<file path="src/rtl/com_pkg.sv">
// Shared types and constants for the framebuffer write path.
// Word layout is {addr, data}, 66 bits.
package com_pkg;

  localparam int ADDR_W = 18;
  localparam int DATA_W = 48;

  localparam logic [ADDR_W-1:0] ADDR_LIMIT_DEF = 18'd153600;

  typedef enum logic {
    IDLE,
    HOLD
  } state_t;

  typedef struct packed {
    logic [ADDR_W-1:0] addr;
    logic [DATA_W-1:0] data;
  } word_t;

endpackage

</file>
<file path="src/rtl/com_sync_fifo.sv">
// Single-clock FIFO with extra-MSB pointers and a combinational head.
// Push/pop legality is decided by the owner.
module com_sync_fifo #(
  parameter int DEPTH = 8,
  parameter int W     = 66
) (
  input  logic         clk,
  input  logic         reset,
  input  logic         clr,
  input  logic         push,
  input  logic [W-1:0] wdata,
  input  logic         pop,
  output logic [W-1:0] rdata,
  output logic         full,
  output logic         empty
);

  localparam int AW = $clog2(DEPTH);

  logic [W-1:0] mem [DEPTH];
  logic [AW:0]  wr_ptr;
  logic [AW:0]  rd_ptr;

  always_ff @(posedge clk or negedge reset) begin
    if (!reset) begin
      wr_ptr <= '0;
      rd_ptr <= '0;
    end else if (clr) begin
      wr_ptr <= '0;
      rd_ptr <= '0;
    end else begin
      if (push) wr_ptr <= wr_ptr + 1'b1;
      if (pop)  rd_ptr <= rd_ptr + 1'b1;
    end
  end

  always_ff @(posedge clk) begin
    if (push) mem[wr_ptr[AW-1:0]] <= wdata;
  end

  assign rdata = mem[rd_ptr[AW-1:0]];
  assign empty = (wr_ptr == rd_ptr);
  assign full  = (wr_ptr[AW] != rd_ptr[AW]) &&
                 (wr_ptr[AW-1:0] == rd_ptr[AW-1:0]);

endmodule

</file>
<file path="src/rtl/com_fb_writer.sv">
// Filters receiver words by address, buffers them and issues
// one PSRAM write command per cycle through a valid/ready stage.
module com_fb_writer
  import com_pkg::*;
#(
  parameter logic [ADDR_W-1:0] ADDR_LIMIT = ADDR_LIMIT_DEF,
  parameter int                DEPTH      = 8
) (
  input  logic              clk,
  input  logic              reset,
  input  logic              in_stb,
  input  logic [ADDR_W-1:0] in_addr,
  input  logic [DATA_W-1:0] in_data,
  input  logic              clr,
  output logic              cmd_valid,
  input  logic              cmd_ready,
  output logic [ADDR_W-1:0] cmd_addr,
  output logic [DATA_W-1:0] cmd_data,
  output logic              frame_done,
  output logic              overflow,
  output logic [7:0]        drop_cnt
);

  localparam logic [ADDR_W-1:0] LAST = ADDR_LIMIT - 1'b1;

  state_t state;
  state_t state_nxt;
  word_t  head;
  logic   full;
  logic   empty;
  logic   pop;
  logic   push;
  logic   lost;
  logic   in_range;

  assign in_range = (in_addr < ADDR_LIMIT);

  // Pop is resolved first so a full FIFO can still take a push.
  assign push = in_stb && in_range && !clr && (!full || pop);
  assign lost = in_stb && in_range && !clr && full && !pop;

  com_sync_fifo #(
    .DEPTH (DEPTH),
    .W     ($bits(word_t))
  ) u_fifo (
    .clk   (clk),
    .reset (reset),
    .clr   (clr),
    .push  (push),
    .wdata ({in_addr, in_data}),
    .pop   (pop),
    .rdata (head),
    .full  (full),
    .empty (empty)
  );

  always_comb begin
    state_nxt = state;
    pop       = 1'b0;
    if (clr) begin
      state_nxt = IDLE;
    end else begin
      unique case (state)
        IDLE: begin
          if (!empty) begin
            pop       = 1'b1;
            state_nxt = HOLD;
          end
        end
        HOLD: begin
          if (cmd_ready) begin
            if (!empty) pop = 1'b1;
            else state_nxt = IDLE;
          end
        end
      endcase
    end
  end

  assign cmd_valid = (state == HOLD);

  always_ff @(posedge clk or negedge reset) begin
    if (!reset) begin
      state      <= IDLE;
      cmd_addr   <= '0;
      cmd_data   <= '0;
      frame_done <= 1'b0;
      overflow   <= 1'b0;
      drop_cnt   <= '0;
    end else begin
      state      <= state_nxt;
      frame_done <= !clr && cmd_valid && cmd_ready &&
                    (cmd_addr == LAST);
      if (pop) begin
        cmd_addr <= head.addr;
        cmd_data <= head.data;
      end
      if (clr) begin
        overflow <= 1'b0;
        drop_cnt <= '0;
      end else begin
        if (lost) overflow <= 1'b1;
        if (in_stb && !in_range && drop_cnt != 8'hFF)
          drop_cnt <= drop_cnt + 1'b1;
      end
    end
  end

endmodule

</file>
<file path="config.mk">
export PLATFORM = sky130hd
export DESIGN_NAME = com_fb_writer
export DESIGN_NICKNAME = d
export VERILOG_FILES = /design/src/rtl/com_pkg.sv /design/src/rtl/com_sync_fifo.sv /design/src/rtl/com_fb_writer.sv
export SDC_FILE = /design/constraint.sdc
export NUM_CORES = 1
export LEC_CHECK = 0
export ABC_AREA = 1
export CORE_MARGIN = 2
export CORE_UTILIZATION = 64
export CTS_CLUSTER_SIZE = 25
export DETAILED_ROUTE_END_ITERATION = 8
export PLACE_DENSITY = 0.91
export REMOVE_ABC_BUFFERS = 1
export SYNTH_ARGS = -nofsm -noshare
export SYNTH_HDL_FRONTEND = slang
export SYNTH_SLANG_ARGS = --single-unit
</file>
<file path="constraint.sdc">
create_clock -name clk -period 19.4 [get_ports clk]
set_clock_uncertainty 0.2 [all_clocks]
set_input_delay 5.82 -clock clk [delete_from_list [all_inputs] [get_ports clk]]
set_output_delay 5.82 -clock clk [all_outputs]
set_load 0.01 [all_outputs]
</file>
# == Word level (Yosys, flattened, before mapping) ==
# Memory sizes are Yosys's and may differ from the RTL's. A register that Yosys moved wholly into a read port is not among the register bits.
# Cells that the tools add are included.
# word_totals
ff_bits,19
latch_bits,0
mem_bits_rw,528
romBits,0
input_bits,71
output_inout_bits,77
wordCells,55
mem_count,1
# memory_table
name,depth,width,rd,rd_ports_with_merged_regs,wr,line_no,rtl
u_fifo.mem,8,66,1,1,1,com_sync_fifo.sv:20,logic [W-1:0] mem [DEPTH];
# op_classes
addsub,3
n_mul,0
div,0
order_cmp,1
n_eq_ne,5
shifts,0
n_mux,17
bitwise,1
n_reduce_logical,21
# op_table
operator,count
$eq A18 B18 Y1 const B,1
$lt A18 B18 Y1 const B,1
$mux W4,4
$mux W8,2
$logic_and A1 B1 Y1,11
$mux W1,9
$add A4 B1 Y4 const B,2
$add A8 B1 Y8 const B,1
$ne A8 B8 Y1 const B,1
$reduce_bool A2 Y1,4
$logic_not A1 Y1,5
$eq A4 B4 Y1,1
$pmux W1 S2,2
$eq A3 B3 Y1,1
$logic_or A1 B1 Y1,1
$ne A1 B1 Y1,1
$not A1 Y1,1

# == Logic depth before layout (Yosys ltp) ==
# depth
depth_word,9
mapped_depth,13
depth_no_buf,10

# == Hierarchy ==
# A second synthesis with hierarchy kept.
# hier_totals
hier_cells,2741
hier_area_um2,26766.9
# modules_own_cells
module,instances,cells_each,area_per_inst_um2,seq_area_each_um2
com_sync_fifo,1,2348,23511.3,16055.4
com_fb_writer,1,393,3255.6,1926.8

# == Worst setup path before layout ==
# No wires, ideal clock.
# synth_timing
path_kind,input -> register
start,input in_addr[11]
end,memory u_fifo.mem[3][0] (enable)
setup_ns,0.572
arrival_time_ns,11.054
required_ns,18.628
setup_slack_ns,7.574
cell_stages,9
n_path_buf,0
cell_sequence,nand2_1 -> nand2_1 -> nand2_1 -> nand2_1 -> nand2_1 -> inv_1 -> nor2_1 -> nand2_1 -> nor3_1
# synth_via
elab_chain_cells,6
# synth_lines
item,line_no,rtl
from (decl),com_fb_writer.sv:12,"input logic [ADDR_W-1:0] in_addr,"
$lt A18 B18 Y1,com_fb_writer.sv:36,assign in_range = (in_addr < ADDR_LIMIT);
$logic_and A1 B1 Y1 (3 in series),com_fb_writer.sv:39,assign push = in_stb && in_range && !clr && (!full || pop);
$mux W1,com_sync_fifo.sv:38,if (push) mem[wr_ptr[AW-1:0]] <= wdata;
$mux W1 (not written as such),com_sync_fifo.sv:38,
to (decl),com_sync_fifo.sv:20,
# No other way between the ends.

# == Final worst setup path ==
# layout_timing
start,input clr
end,memory u_fifo.mem[0][21] (enable)
# layout_via
elab_chain_cells,5
word_cells_on_any_way,7
classes_between,mux: 3; reduce/logical: 4
# layout_lines
item,line_no,rtl
from (decl),com_fb_writer.sv:14,"input logic clr,"
$mux W1 / $logic_not A1 Y1 (equally long branches),"com_fb_writer.sv:60, com_fb_writer.sv:39",
$logic_or A1 B1 Y1 / $logic_and A1 B1 Y1 (equally long branches),com_fb_writer.sv:39,
$logic_and A1 B1 Y1 *,com_fb_writer.sv:39,
$mux W1 *,com_sync_fifo.sv:38,
$mux W1 (not written as such) *,com_sync_fifo.sv:38,
# Mark *: on every way between the ends. The rest lies on a longest branch, timed or not.

==> impl_metrics.py <==
metrics = {
    "outcome": {
        "status": "complete, no violations",
    },
    "placement": {
        "globalplace.congestion": 0.845,
        "buffer_ports.inserted": 147,
        "dp.final_hpwl_um": 30700,
    },
    "timing": {
        "setup_repair_after_global_routing_missed_its_margin": "no",
        "timing.setup.tns_ns": 0,
        "timing_worst_slew_pin_value_ns": 1.30,
        "final_min_period_over_clock_period_pct": 47.3,
        "setup_viol_count_final": 0,
        "maxSlewHeadroom_pct": 13.0,
        "worst_hold_slack_ns": 0.269,
        "finalCriticalPeriod_ns": 9.18,
        "max_clock_freq_ghz": 0.109,
        "timing_hold_violations_final": 0,
        "final_max_slew_viol_count": 0,
    },
    "critical_path": {
        "crit_buf_inv": 3,
        "critPathCaptureType": "flop",
        "path_cells": "clkdlybuf4s50_1 -> inv_2 -> nand2_1 -> nor2_1 -> nand3_1 -> nor2_4 -> buf_4",
        "ws_path_type": "in2reg",
        "worst_ep_required_time_ns": 19.41,
        "critPathSlowestCell": "sky130_fd_sc_hd__nor2_4",
        "critical_path_arrival_ns": 9.20,
        "cp_top_family": "simple AND/OR/NAND/NOR gates",
        "worstPathMaxFanout": 41,
        "crit_path_start_kind": "primary input",
        "cp_slowest_stage_delay_ns": 0.84,
    },
    "cts": {
        "tritoncts": "yes",
        "clock_insertion_delay_at_the_later_pin_of_the_skew_report_ns": 0.60,
        "cts_setup_buffers": 0,
        "clock_sink_total": 613,
        "cts.clk_slew.worst_paths_ns": 0.06,
        "post_cts_resized": 0,
        "cts-root-to-sink-buffers": 3,
        "cts.htree.levels": 2,
        "cts_buffers": 57,
        "hold_bufs_inserted_after_cts": 0,
        "clk_root_buffer_cell": "sky130_fd_sc_hd__clkbuf_16",
    },
    "synthesis": {
        "number_of_distinct_library_cells_after_synthesis": 26,
        "synth_adder_area_share_pct": 0.156,
        "synth_top_family_by_area": "simple AND/OR/NAND/NOR gates",
        "muxShareOfSynthArea_pct": 0,
        "mappedNetlistArea_um2": 24000,
        "synthesis.area_per_instance_um2": 12.5,
        "yosys_warnings": 0,
        "synth_simple_gate_area_share_pct": 14.7,
        "syn-instance-count": 1913,
        "synthXorXnorAreaFrac_pct": 0.475,
        "synth_compound_area_share_pct": 5.19,
        "seq_area_frac_synth_pct": 74.9,
        "postSynthRegisterBits": 613,
    },
    "global_routing": {
        "number_of_global_route_vias_before_repair": 16300,
        "track_usage_pct": 30.2,
        "gr-total-overflow": 0,
        "antenna_found_initial": 2,
        "grt_max_degree": 96,
        "grt_pass1_wl_um": 89800,
    },
    "route": {
        "wl_per_cell_um": 22.8,
        "drc": 0,
        "dr_wl_met2_um": 29400,
        "wl_met3_um": 5990,
        "dr_total_vias": 16200,
        "met1_length_um": 20900,
        "first_pass_iters": 6,
        "avgViaCountPerCell": 6.34,
        "drt.antenna.violating_nets": 0,
        "top_signal_layer_used": "met5",
        "wl_um": 58200,
        "dr.first_iter.drc_count": 2031,
    },
    "pwr": {
        "power.static_leakage_nw": 10.6,
        "comb_power_share_pct": 20.9,
        "intPower_w": 0.00248,
        "power.clock.fraction_pct": 33.9,
        "power_density_nw_per_um2": 126,
        "switching_share_pct": 28.8,
        "pwr-share-seq_pct": 45.2,
        "max-vdd-ir-drop_uv": 85.0,
        "power_switching_w": 0.00101,
    },
    "die": {
        "num_io_pins": 148,
        "initial_core_util_pct": 65.2,
        "floorplan.die_area_um2": 39100,
        "floorplan.die.height_um": 198,
        "core_area_um2": 36800,
        "row_count": 70,
        "horiz_die_dim_um": 198,
    },
    "job": {
        "cap_violations": 0,
    },
    "final_layout": {
        "final_layout_size_suffix_gt1_share_pct": 6.20,
        "regArea_um2": 18000,
        "filler_cell_count": 1914,
        "area_overhead_vs_synth_pct": 15.7,
        "final_nets": 2107,
        "multi_input_comb_area_um2": 4990,
    },
    "worst_hold_path": {
        "hold_path_class": "reg2reg",
    },
}
==> logic make-up (layout without fill, tap and decap cells) <==
family | Yosys count | in the layout
AO/OA/AOI/OAI | 149 | 149
XOR/XNOR | 13 | 13
adder cells (fa/ha/maj) | 3 | 3
buffers and inverters | 263 | 431
flip-flops | 613 | 613
other | 0 | 1
AND/OR/NAND/NOR | 872 | 872
==> flip-flops by register name (all words and copies together) (netlist names) <==
name / flops
u_fifo.mem: 528
u_fifo.rd_ptr: 4
overflow: 1
cmd_data: 48
u_fifo.wr_ptr: 4
frame_done: 1
drop_cnt: 8
cmd_addr: 18
cmd_valid: 1
==> worst register-to-register path, delay by kind of cell, from the launching register on <==
kind	cells	cell delay, ns
flip-flops	1	0.74
buffers and inverters	2	1.20
AND/OR/NAND/NOR	5	1.56
AO/OA/AOI/OAI	1	0.21
==> metal layers <==
| metal | GRT usage (%) | vias up |
|---|---|---|
| li1 | - | 6940 |
| met1 | 39.4 | 7778 |
| met2 | 50.8 | 1241 |
| met3 | 5.45 | 195 |
| met4 | 12.4 | 2 |
| met5 | 0 | - |
==> layout make-up <==
type / instances / share of cell area [%]
Inverter: 160 / 2.19
Antenna cell: 1 / 0.00901
Multi-Input combinational cell: 1037 / 18.0
Timing Repair Buffer: 164 / 5.75
Clock buffer: 72 / 5.49
Sequential cell: 613 / 64.8
Tap cell: 468 / 2.11
Clock inverter: 35 / 1.69
==> worst paths after layout <==
path,startpoint,end,slack [ns],depth (start not counted)
worst max-delay path,clr,u_fifo.mem[0][21],10.22,7
worst min-delay path,cmd_data[47],cmd_data[47],0.27,2
worst max register to register,u_fifo.rd_ptr[0],u_fifo.mem[0][21],15.09,8
worst min register to register,cmd_data[47],cmd_data[47],0.27,2
max in group asynchronous,reset,u_fifo.rd_ptr[0],12.86,2
min in group asynchronous,reset,cmd_data[22],4.97,1
==> stage by stage <==
step	worst slack (ns)	power, W	cells	instance area, µm²	util, %
final	10.22	0.00349	2550	27800	75.5
after floorplan	7.51	0.00198	1810	23500	-
after CTS	10.26	0.00349	2549	27800	75.5
after global routing	10.0	0.00361	2550	27800	75.5
after global placement	9.84	0.00227	2442	25800	70.1
after detailed placement	9.66	0.00230	2442	25800	70.1
==> power by group through the flow <==
stage	registers, W	logic (W)	clock network [W]
2_1_floorplan	0.00163	0.000354	0
3_3_place_gp	0.00160	0.000675	0
3_5_place_dp	0.00160	0.000706	0
4_1_cts	0.00157	0.000727	0.00118
5_1_grt	0.00158	0.000793	0.00124
6_report	0.00158	0.000731	0.00118
==> cells in the final DEF (no fill, tap or decap), drive strengths merged <==
cell / instances
nand3b: 5
ha: 3
o21ai: 16
clkbuf: 72
clkinv: 21
nor3: 5
nor2: 18
nor4: 4
nand4: 3
diode: 1
nand3: 156
nand2: 681
xor2: 10
buf: 18
bufinv: 11
o2111ai: 133
clkinvlp: 4
clkdlybuf4s50: 146
inv: 159
edfxtp: 528
xnor2: 3
dfrtp: 85
==> cell usage after synthesis <==
master,count,share of area [%]
sky130_fd_sc_hd__o21ai_0,16,0.33
sky130_fd_sc_hd__nor3_1,5,0.10
sky130_fd_sc_hd__buf_2,40,0.83
sky130_fd_sc_hd__nand4_1,3,0.078
sky130_fd_sc_hd__nand3_1,155,3.2
sky130_fd_sc_hd__nand2_1,680,11
sky130_fd_sc_hd__inv_1,155,2.4
sky130_fd_sc_hd__buf_6,6,0.28
sky130_fd_sc_hd__edfxtp_1,528,66
sky130_fd_sc_hd__inv_2,4,0.063
sky130_fd_sc_hd__xor2_1,10,0.36
sky130_fd_sc_hd__o2111ai_1,133,4.9
sky130_fd_sc_hd__clkbuf_1,47,0.74
sky130_fd_sc_hd__buf_4,1,0.031
sky130_fd_sc_hd__nand3b_1,5,0.16
sky130_fd_sc_hd__nor2_1,16,0.25
sky130_fd_sc_hd__inv_4,1,0.026
sky130_fd_sc_hd__dfrtp_1,85,8.9
sky130_fd_sc_hd__nor4_1,4,0.10
sky130_fd_sc_hd__nand3_2,1,0.042
sky130_fd_sc_hd__buf_1,9,0.14
sky130_fd_sc_hd__xnor2_1,3,0.11
sky130_fd_sc_hd__nand2_2,1,0.026
sky130_fd_sc_hd__nor2_4,1,0.047
sky130_fd_sc_hd__nor2_2,1,0.026
sky130_fd_sc_hd__ha_1,3,0.16
Power figures use the tool's default switching activity.
